[src/rtl/inert_resp_pkg.sv]
// ----------------------------------------------------------------------------
// inert_resp_pkg
// Shared definitions for the inertial-sensor SPI responder model:
//   - frame geometry and bit-counter limits
//   - register-map addresses and the fixed WHO_AM_I identity value
//   - FSM state encoding
//   - sample bundle (six 16-bit axis values)
//   - frame-done descriptor passed from the SPI front end to the register map
// ----------------------------------------------------------------------------
package inert_resp_pkg;

    localparam int          FRAME_W  = 16;
    localparam int          CNT_W    = 5;
    // Bit count saturates one past a full frame so an overrun can never
    // wrap back around to look like a good 16-bit frame.
    localparam logic [4:0]  CNT_CMD  = 5'd8;
    localparam logic [4:0]  CNT_FULL = 5'd16;
    localparam logic [4:0]  CNT_SAT  = 5'd17;

    // Register map
    localparam logic [6:0]  ADDR_INT_CTRL = 7'h0D;
    localparam logic [6:0]  ADDR_WHO_AM_I = 7'h0F;
    localparam logic [6:0]  ADDR_CTRL1_XL = 7'h10;
    localparam logic [6:0]  ADDR_CTRL2_G  = 7'h11;
    localparam logic [6:0]  ADDR_CTRL5    = 7'h14;
    localparam logic [6:0]  ADDR_PTCH_L   = 7'h22;
    localparam logic [6:0]  ADDR_PTCH_H   = 7'h23;
    localparam logic [6:0]  ADDR_ROLL_L   = 7'h24;
    localparam logic [6:0]  ADDR_ROLL_H   = 7'h25;
    localparam logic [6:0]  ADDR_YAW_L    = 7'h26;
    localparam logic [6:0]  ADDR_YAW_H    = 7'h27;
    localparam logic [6:0]  ADDR_AX_L     = 7'h28;
    localparam logic [6:0]  ADDR_AX_H     = 7'h29;
    localparam logic [6:0]  ADDR_AY_L     = 7'h2A;
    localparam logic [6:0]  ADDR_AY_H     = 7'h2B;
    localparam logic [6:0]  ADDR_AZ_L     = 7'h2C;
    localparam logic [6:0]  ADDR_AZ_H     = 7'h2D;

    localparam logic [7:0]  WHO_AM_I_VAL  = 8'h6A;
    localparam int          INT_EN_BIT    = 1;

    typedef enum logic [1:0] {
        IDLE,
        CMD,
        DATA
    } state_t;

    typedef struct packed {
        logic [15:0] ptch;
        logic [15:0] roll;
        logic [15:0] yaw;
        logic [15:0] ax;
        logic [15:0] ay;
        logic [15:0] az;
    } sample_t;

    // Decoded frame as seen at SS_n rise; good means exactly 16 bits arrived.
    typedef struct packed {
        logic       wr;
        logic       rd;
        logic [6:0] addr;
        logic [7:0] wdata;
        logic       good;
    } frame_t;

endpackage

[src/rtl/spi_resp_phy.sv]
// ----------------------------------------------------------------------------
// spi_resp_phy
// SPI mode-0 responder front end, oversampling SS_n/SCLK/MOSI on clk.
//   clk, rst_n     system clock, async active-low reset
//   ss_n_i         SPI select (async)
//   sclk_i         SPI clock (async), sample on rise, change on fall
//   mosi_i         master-out data (async), MSB first
//   rd_data_i      register-map read data for rd_addr_o (combinational)
//   rd_addr_o      address field of the command byte being received
//   miso_o         responder-out data, MSB first
//   busy_o         a frame is in progress (FSM not IDLE)
//   frm_done_o     one-clk strobe on SS_n rise ending a frame
//   frm_o          decoded frame {wr, rd, addr, wdata, good}, valid with frm_done_o
// ----------------------------------------------------------------------------
module spi_resp_phy
    import inert_resp_pkg::*;
#(
    parameter int SYNC_STAGES = 2
) (
    input  logic       clk,
    input  logic       rst_n,
    input  logic       ss_n_i,
    input  logic       sclk_i,
    input  logic       mosi_i,
    input  logic [7:0] rd_data_i,
    output logic [6:0] rd_addr_o,
    output logic       miso_o,
    output logic       busy_o,
    output logic       frm_done_o,
    output frame_t     frm_o
);

    // Newest and oldest of the last two synchronizer stages.
    localparam int NEW = SYNC_STAGES - 2;
    localparam int OLD = SYNC_STAGES - 1;

    logic [SYNC_STAGES-1:0] ss_sync_q;
    logic [SYNC_STAGES-1:0] sclk_sync_q;
    logic [SYNC_STAGES-1:0] mosi_sync_q;

    state_t             state_q, state_d;
    logic [CNT_W-1:0]   cnt_q, cnt_d;
    logic [FRAME_W-1:0] rx_q, rx_d;
    logic [7:0]         tx_q, tx_d;

    logic sclk_rise, sclk_fall, ss_fall, ss_rise, ss_low, mosi_s;

    // ------------------------------------------------------------------
    // Synchronizers; SS_n idles high so its chain resets to ones.
    // ------------------------------------------------------------------
    // NOTE: sequential state uses <= so every flop samples pre-edge values.
    always_ff @(posedge clk or negedge rst_n) begin
        if (!rst_n) begin
            ss_sync_q   <= '1;
            sclk_sync_q <= '0;
            mosi_sync_q <= '0;
        end else begin
            ss_sync_q   <= {ss_sync_q[SYNC_STAGES-2:0],   ss_n_i};
            sclk_sync_q <= {sclk_sync_q[SYNC_STAGES-2:0], sclk_i};
            mosi_sync_q <= {mosi_sync_q[SYNC_STAGES-2:0], mosi_i};
        end
    end

    assign sclk_rise =  sclk_sync_q[NEW] & ~sclk_sync_q[OLD];
    assign sclk_fall = ~sclk_sync_q[NEW] &  sclk_sync_q[OLD];
    assign ss_fall   = ~ss_sync_q[NEW]   &  ss_sync_q[OLD];
    assign ss_rise   =  ss_sync_q[NEW]   & ~ss_sync_q[OLD];
    assign ss_low    = ~ss_sync_q[NEW];
    // MOSI taken from the same stage as the SCLK edge so it is aligned.
    assign mosi_s    =  mosi_sync_q[NEW];

    // ------------------------------------------------------------------
    // FSM: state register
    // ------------------------------------------------------------------
    always_ff @(posedge clk or negedge rst_n) begin
        if (!rst_n) state_q <= IDLE;
        else        state_q <= state_d;
    end

    // FSM: next state
    // NOTE: every always_comb output gets a default first, so no latch is inferred.
    always_comb begin
        state_d = state_q;
        case (state_q)
            IDLE:    if (ss_fall) state_d = CMD;
            CMD:     if (sclk_rise && cnt_q == CNT_CMD - 5'd1) state_d = DATA;
            DATA:    state_d = DATA;
            default: state_d = IDLE;
        endcase
        // Deselect ends the frame from any state.
        if (ss_rise) state_d = IDLE;
    end

    // FSM: outputs
    always_comb begin
        miso_o     = (state_q == DATA) & tx_q[7];
        busy_o     = (state_q != IDLE);
        frm_done_o = ss_rise & (state_q != IDLE);
    end

    // ------------------------------------------------------------------
    // Bit counter and shift registers
    // ------------------------------------------------------------------
    always_ff @(posedge clk or negedge rst_n) begin
        if (!rst_n) begin
            cnt_q <= '0;
            rx_q  <= '0;
            tx_q  <= '0;
        end else begin
            cnt_q <= cnt_d;
            rx_q  <= rx_d;
            tx_q  <= tx_d;
        end
    end

    always_comb begin
        cnt_d = cnt_q;
        rx_d  = rx_q;
        tx_d  = tx_q;
        if (state_q == IDLE) begin
            if (ss_fall) begin
                cnt_d = '0;
                rx_d  = '0;
                tx_d  = '0;
            end
        end else if (ss_low) begin
            if (sclk_rise) begin
                rx_d = {rx_q[FRAME_W-2:0], mosi_s};
                if (cnt_q != CNT_SAT) cnt_d = cnt_q + 5'd1;
            end
            if (sclk_fall && state_q == DATA) begin
                // First fall after the command byte: rx_q[7] is R/Wn.
                if (cnt_q == CNT_CMD)     tx_d = rx_q[7] ? rd_data_i : 8'h00;
                else if (cnt_q > CNT_CMD) tx_d = {tx_q[6:0], 1'b0};
            end
        end
    end

    // Until the 8th rise, rx_q[6:0] is incomplete, but it is only consumed
    // on the fall that follows the 8th rise.
    assign rd_addr_o = rx_q[6:0];

    always_comb begin
        frm_o.wr    = ~rx_q[15];
        frm_o.rd    =  rx_q[15];
        frm_o.addr  =  rx_q[14:8];
        frm_o.wdata =  rx_q[7:0];
        frm_o.good  = (cnt_q == CNT_FULL);
    end

endmodule

[src/rtl/inert_sensor_spi_resp.sv]
// ----------------------------------------------------------------------------
// inert_sensor_spi_resp
// SPI responder model of a 6-axis inertial sensor: byte-wide register map
// behind 16-bit SPI frames, sample capture on smp_vld, data-ready interrupt.
//   clk, rst_n        system clock (SCLK period >= 8 clk), async active-low reset
//   SS_n, SCLK, MOSI  SPI mode-0 inputs from the master
//   MISO              SPI responder output
//   INT               data-ready interrupt, active-high level
//   smp_vld           one-clk pulse: new values on the six axis inputs
//   ptch_rt, roll_rt, yaw_rt, ax, ay, az   signed 16-bit axis values
// ----------------------------------------------------------------------------
module inert_sensor_spi_resp
    import inert_resp_pkg::*;
#(
    parameter int         SYNC_STAGES  = 2,
    parameter logic [7:0] INT_CTRL_RST = 8'h00
) (
    input  logic               clk,
    input  logic               rst_n,
    input  logic               SS_n,
    input  logic               SCLK,
    input  logic               MOSI,
    output logic               MISO,
    output logic               INT,
    input  logic               smp_vld,
    input  logic signed [15:0] ptch_rt,
    input  logic signed [15:0] roll_rt,
    input  logic signed [15:0] yaw_rt,
    input  logic signed [15:0] ax,
    input  logic signed [15:0] ay,
    input  logic signed [15:0] az
);

    logic [6:0] rd_addr;
    logic [7:0] rd_data;
    logic       busy, frm_done;
    frame_t     frm;

    logic [7:0] int_ctrl_q, int_ctrl_d;
    logic [7:0] ctrl1_xl_q, ctrl1_xl_d;
    logic [7:0] ctrl2_g_q,  ctrl2_g_d;
    logic [7:0] ctrl5_q,    ctrl5_d;
    sample_t    data_q,     data_d;
    sample_t    pend_q,     pend_d;
    logic       pend_vld_q, pend_vld_d;
    logic       int_q,      int_d;

    sample_t    smp_in;
    logic       commit, latch, int_clr;

    spi_resp_phy #(
        .SYNC_STAGES (SYNC_STAGES)
    ) u_phy (
        .clk        (clk),
        .rst_n      (rst_n),
        .ss_n_i     (SS_n),
        .sclk_i     (SCLK),
        .mosi_i     (MOSI),
        .rd_data_i  (rd_data),
        .rd_addr_o  (rd_addr),
        .miso_o     (MISO),
        .busy_o     (busy),
        .frm_done_o (frm_done),
        .frm_o      (frm)
    );

    always_comb begin
        smp_in.ptch = ptch_rt;
        smp_in.roll = roll_rt;
        smp_in.yaw  = yaw_rt;
        smp_in.ax   = ax;
        smp_in.ay   = ay;
        smp_in.az   = az;
    end

    // ------------------------------------------------------------------
    // Register read mux (feeds the TX load on the fall after the command)
    // ------------------------------------------------------------------
    always_comb begin
        rd_data = 8'h00;
        case (rd_addr)
            ADDR_INT_CTRL: rd_data = int_ctrl_q;
            ADDR_WHO_AM_I: rd_data = WHO_AM_I_VAL;
            ADDR_CTRL1_XL: rd_data = ctrl1_xl_q;
            ADDR_CTRL2_G:  rd_data = ctrl2_g_q;
            ADDR_CTRL5:    rd_data = ctrl5_q;
            ADDR_PTCH_L:   rd_data = data_q.ptch[7:0];
            ADDR_PTCH_H:   rd_data = data_q.ptch[15:8];
            ADDR_ROLL_L:   rd_data = data_q.roll[7:0];
            ADDR_ROLL_H:   rd_data = data_q.roll[15:8];
            ADDR_YAW_L:    rd_data = data_q.yaw[7:0];
            ADDR_YAW_H:    rd_data = data_q.yaw[15:8];
            ADDR_AX_L:     rd_data = data_q.ax[7:0];
            ADDR_AX_H:     rd_data = data_q.ax[15:8];
            ADDR_AY_L:     rd_data = data_q.ay[7:0];
            ADDR_AY_H:     rd_data = data_q.ay[15:8];
            ADDR_AZ_L:     rd_data = data_q.az[7:0];
            ADDR_AZ_H:     rd_data = data_q.az[15:8];
            default:       rd_data = 8'h00;
        endcase
    end

    // ------------------------------------------------------------------
    // Commit, sampling and interrupt next-state
    // ------------------------------------------------------------------
    always_comb begin
        int_ctrl_d = int_ctrl_q;
        ctrl1_xl_d = ctrl1_xl_q;
        ctrl2_g_d  = ctrl2_g_q;
        ctrl5_d    = ctrl5_q;
        data_d     = data_q;
        pend_d     = pend_q;
        pend_vld_d = pend_vld_q;
        int_d      = int_q;
        latch      = 1'b0;

        // Short or overrun frames are dropped without any side effect.
        commit = frm_done & frm.good;

        if (commit && frm.wr) begin
            case (frm.addr)
                ADDR_INT_CTRL: int_ctrl_d = frm.wdata;
                ADDR_CTRL1_XL: ctrl1_xl_d = frm.wdata;
                ADDR_CTRL2_G:  ctrl2_g_d  = frm.wdata;
                ADDR_CTRL5:    ctrl5_d    = frm.wdata;
                default:       ;
            endcase
        end

        int_clr = commit & ((frm.rd & (frm.addr == ADDR_AZ_H)) |
                            (frm.wr & (frm.addr == ADDR_INT_CTRL) & ~frm.wdata[INT_EN_BIT]));

        // While a frame is open, samples are parked so a read never sees a
        // torn register pair; the newest park wins. The parked sample is
        // applied on the first idle clock, i.e. the one after the commit.
        if (busy) begin
            if (smp_vld) begin
                pend_d     = smp_in;
                pend_vld_d = 1'b1;
            end
        end else if (smp_vld) begin
            latch      = 1'b1;
            data_d     = smp_in;
            pend_vld_d = 1'b0;
        end else if (pend_vld_q) begin
            latch      = 1'b1;
            data_d     = pend_q;
            pend_vld_d = 1'b0;
        end

        // Set has priority over clear.
        if (latch && int_ctrl_q[INT_EN_BIT]) int_d = 1'b1;
        else if (int_clr)                    int_d = 1'b0;
    end

    // NOTE: every register here, including the sample and pending buffers, is reset so post-reset reads are defined.
    always_ff @(posedge clk or negedge rst_n) begin
        if (!rst_n) begin
            int_ctrl_q <= INT_CTRL_RST;
            ctrl1_xl_q <= 8'h00;
            ctrl2_g_q  <= 8'h00;
            ctrl5_q    <= 8'h00;
            data_q     <= '0;
            pend_q     <= '0;
            pend_vld_q <= 1'b0;
            int_q      <= 1'b0;
        end else begin
            int_ctrl_q <= int_ctrl_d;
            ctrl1_xl_q <= ctrl1_xl_d;
            ctrl2_g_q  <= ctrl2_g_d;
            ctrl5_q    <= ctrl5_d;
            data_q     <= data_d;
            pend_q     <= pend_d;
            pend_vld_q <= pend_vld_d;
            int_q      <= int_d;
        end
    end

    assign INT = int_q;

endmodule

[config.mk]
export PLATFORM = sky130hd
export DESIGN_NAME = inert_sensor_spi_resp
export DESIGN_NICKNAME = d
export VERILOG_FILES = /design/src/rtl/inert_resp_pkg.sv /design/src/rtl/spi_resp_phy.sv /design/src/rtl/inert_sensor_spi_resp.sv
export SDC_FILE = /design/constraint.sdc
export NUM_CORES = 1
export LEC_CHECK = 0
export CAP_MARGIN = 20
export CORE_ASPECT_RATIO = 2
export CORE_MARGIN = 1.5
export CORE_UTILIZATION = 58
export DETAILED_ROUTE_END_ITERATION = 10
export PLACE_DENSITY = 0.79
export RECOVER_POWER = 50
export REMOVE_ABC_BUFFERS = 1
export SYNTH_ARGS = -nofsm -noshare
export SYNTH_HDL_FRONTEND = slang
export SYNTH_SLANG_ARGS = --single-unit
[constraint.sdc]
create_clock -name clk -period 2.8 [get_ports clk]
set_input_delay 0.56 -clock clk [delete_from_list [all_inputs] [get_ports clk]]
set_output_delay 0.56 -clock clk [all_outputs]
set_load 0.1 [all_outputs]
==> flow_metrics.tcl <==
set metrics [dict create \
    avgSynthCellArea_um2 11.1 \
    routabilityCongestion 0.965 \
    synth_edf_count 0 \
    gr-usage-all-layers_pct 28.4 \
    cp_cell_sequence "mux2_2 -> a32oi_1 -> a31oi_1 -> nor4_1 -> o21ai_0" \
    ys_seq_area_share_pct 52.6 \
    ys_types 72 \
    slowest_stage "dfrtp_1" \
    relSlewSlack_pct -25.6 \
    hold_viol 0 \
    cts_tree "built" \
    cap_viol_max_count 1 \
    num_rows 75 \
    routedWlPerCell_um 20.4 \
    ioPinCount 104 \
    die_w_um 107 \
    fmax_ghz 0.392 \
    clock_skew_ps 14.9 \
    drive_above_1_share_pct 19.8 \
    grt-ovfl-total 0 \
    leakage_nw 6.37 \
    startpoint_type "flop" \
    cpPeakStageDelay_ps 940 \
    synthCells 1119 \
    numCtsBuffers 24 \
    crit_fanout 22 \
    nets 1317 \
    grt_pass1_wl_mm 49.8 \
    initial_utilization_pct 59.3 \
    synth-main-ff-cell "dfrtp_1" \
    clk_pin_slew_worst_paths_ps 70 \
    cts_root_buf "clkbuf_16" \
    violations "max-capacitance violations, max-slew violations" \
    clk_latency_ps 530 \
    worst_slack_ps 249 \
    report.final.setup_viol 0 \
    rsz0062_at_grt "no" \
    dieHeight_um 210 \
    final.min_clock_period_ps 2550 \
    ir_drop_mv 0.725 \
    area_growth_pct 18.1 \
    drtAntennaViolNets 0 \
    run_status "complete, but fails checks" \
    pwr_density_cell_nw_per_um2 962 \
    antenna_found_initial 0 \
    die_area_um2 22400 \
    finalWirelength_mm 30.4 \
    grt_max_degree 93 \
    n_antenna_cell 0 \
    hold_class "input port to flop" \
    cp_data_arrival_time_ps 2940 \
    dr.pass1.iters 4 \
    vias 8993 \
    clockBufferDepth 3 \
    worstPathRequired_ps 3190 \
    reg2reg_slack_ps 250 \
    synth-warning-count 0 \
    core_um2 21000 \
    worst_slew_pin_slew_ps 1880 \
    dp_slack_ps 248 \
    routed_via_density 6.02 \
    drt_iter0_drc 535 \
    io_buffers 103 \
    slew_violations 75 \
    final_cell_mix "260 x dfrtp_1, 150 x nand2_1, 136 x mux2_2" \
    final_common_cell "dfrtp_1" \
    finish.utilization_pct 70.0 \
    ys_ff_latch 262 \
    remaining_drc_errors 0 \
    grt_pass1_vias 9495 \
    netlist_area_um2 12500 \
    crit_path_end_kind "flop" \
    post-route-period-util_pct 91.1 \
    async_flop_share_pct 100 \
    hpwl_mm 21.6 \
    cts_sinks 262 \
    htreeDepth 1 \
    critPathKind "flop to flop" \
]
==> path summary, 6_finish.rpt <==
check	start	endpoint	cells after the start
setup / recovery	u_phy.rx_q[3]	u_phy.tx_q[1]	5
hold / removal	smp_vld	pend_vld_q	3
setup reg to reg	u_phy.rx_q[3]	u_phy.tx_q[1]	5
hold reg to reg	data_q[65]	data_q[65]	2
max in group asynchronous	rst_n	pend_q[45]	2
min in group asynchronous	rst_n	pend_q[34]	1
==> per-stage QoR <==
| stage | total power [mW] | instances | hold WS (ps) | setup TNS (ps) | area, µm² |
|---|---|---|---|---|---|
| 2_1_floorplan | 8.84 | 1036 | 264 | -1000130 | 12100 |
| 3_3_place_gp | 10.5 | 1451 | 434 | 0 | 13900 |
| 3_5_place_dp | 10.8 | 1451 | 436 | 0 | 13900 |
| 4_1_cts | 14.2 | 1492 | 16.5 | 0 | 14700 |
| 5_1_grt | 15.0 | 1493 | 424 | 0 | 14700 |
| 6_report | 14.2 | 1493 | 415 | 0 | 14700 |
==> worst max-delay path, delay by kind of cell, from the launching register on <==
| kind | cells | cell delay (ps) |
|---|---|---|
| AO/OA/AOI/OAI | 3 | 510 |
| flip-flops | 1 | 940 |
| multiplexers | 1 | 430 |
| AND/OR/NAND/NOR | 1 | 520 |
==> registers in the layout, summed over array words and instances (netlist names) <==
| register | flops |
|---|---|
| u_phy.state_q | 2 |
| u_phy.rx_q | 16 |
| u_phy.ss_sync_q | 2 |
| u_phy.cnt_q | 5 |
| pend_q | 96 |
| data_q | 96 |
| u_phy.tx_q | 8 |
| ctrl5_q | 8 |
| ctrl1_xl_q | 8 |
| pend_vld_q | 1 |
| int_ctrl_q | 8 |
| u_phy.sclk_sync_q | 2 |
| INT | 1 |
| u_phy.mosi_sync_q | 1 |
| ctrl2_g_q | 8 |
==> cells in the mapped netlist, types with 3 or more instances <==
cell type,number,share of area (%)
nor2_1,20,0.60
nand3b_1,4,0.24
o211ai_1,6,0.36
nor4bb_1,3,0.24
a221oi_1,3,0.21
clkbuf_1,55,1.7
ha_1,6,0.60
and3_1,4,0.20
mux2i_1,106,8.5
a21oi_1,12,0.48
nand2_1,150,4.5
a22oi_1,3,0.18
a31oi_1,7,0.35
buf_2,20,0.80
and4b_1,3,0.24
nand4_1,25,1.3
dfrtp_1,260,52
nor2b_1,11,0.55
a32oi_1,7,0.49
o31ai_1,6,0.36
nand2b_1,8,0.40
and2_1,4,0.20
o21ai_0,130,5.2
a21o_1,3,0.18
mux2_2,136,12
buf_1,7,0.21
nor4_1,8,0.40
nor3_1,4,0.16
a2111oi_0,3,0.21
nand3_1,35,1.4
inv_1,11,0.33
nor3b_1,4,0.24
==> kinds of logic after synthesis <==
kind of cell | Yosys count | share of synthesized area, %
muxes | 244 | 21.2
xor gates and xnor gates | 3 | 0.211
buffers and inverters | 95 | 3.12
and+or+nand+nor | 304 | 12.5
AOI/OAI and AO/OA | 205 | 9.76
DFF | 262 | 52.6
adders and majority gates | 6 | 0.603
==> repair_timing <==
action / 4_1_cts / 5_1_grt
buffers inserted: 0 / 1
hold buffers: 0 / 0
gates resized for setup: 0 / 1
endpoints found under the setup margin: 0 / 8
==> layer usage <==
metal,vias to the layer above,part of all wire (%),GRT usage [%]
met4,0,4.2,12.7
li1,4210,-,-
met2,230,53,50.9
met3,71,3.3,2.94
met1,4482,39,34.1
met5,-,0,0
==> report_power, final <==
group | leakage (nW) | internal (mW) | switching [mW]
sequential | 3.27 | 5.27 | 0.924
combinational | 2.70 | 2.08 | 2.48
clock | 0.409 | 1.99 | 1.41
total | 6.37 | 9.34 | 4.82
==> area by class of cell <==
class | count | area (µm²)
well taps | 269 | 337
flip-flops and latches | 262 | 6560
multi-input cells | 762 | 5540
fillers | 1543 | 6310
repair buffers | 147 | 1420
inverters | 12 | 45.0
clock inverters | 7 | 88.8
clock buffers | 34 | 729
(Power assumes the default switching activity.)
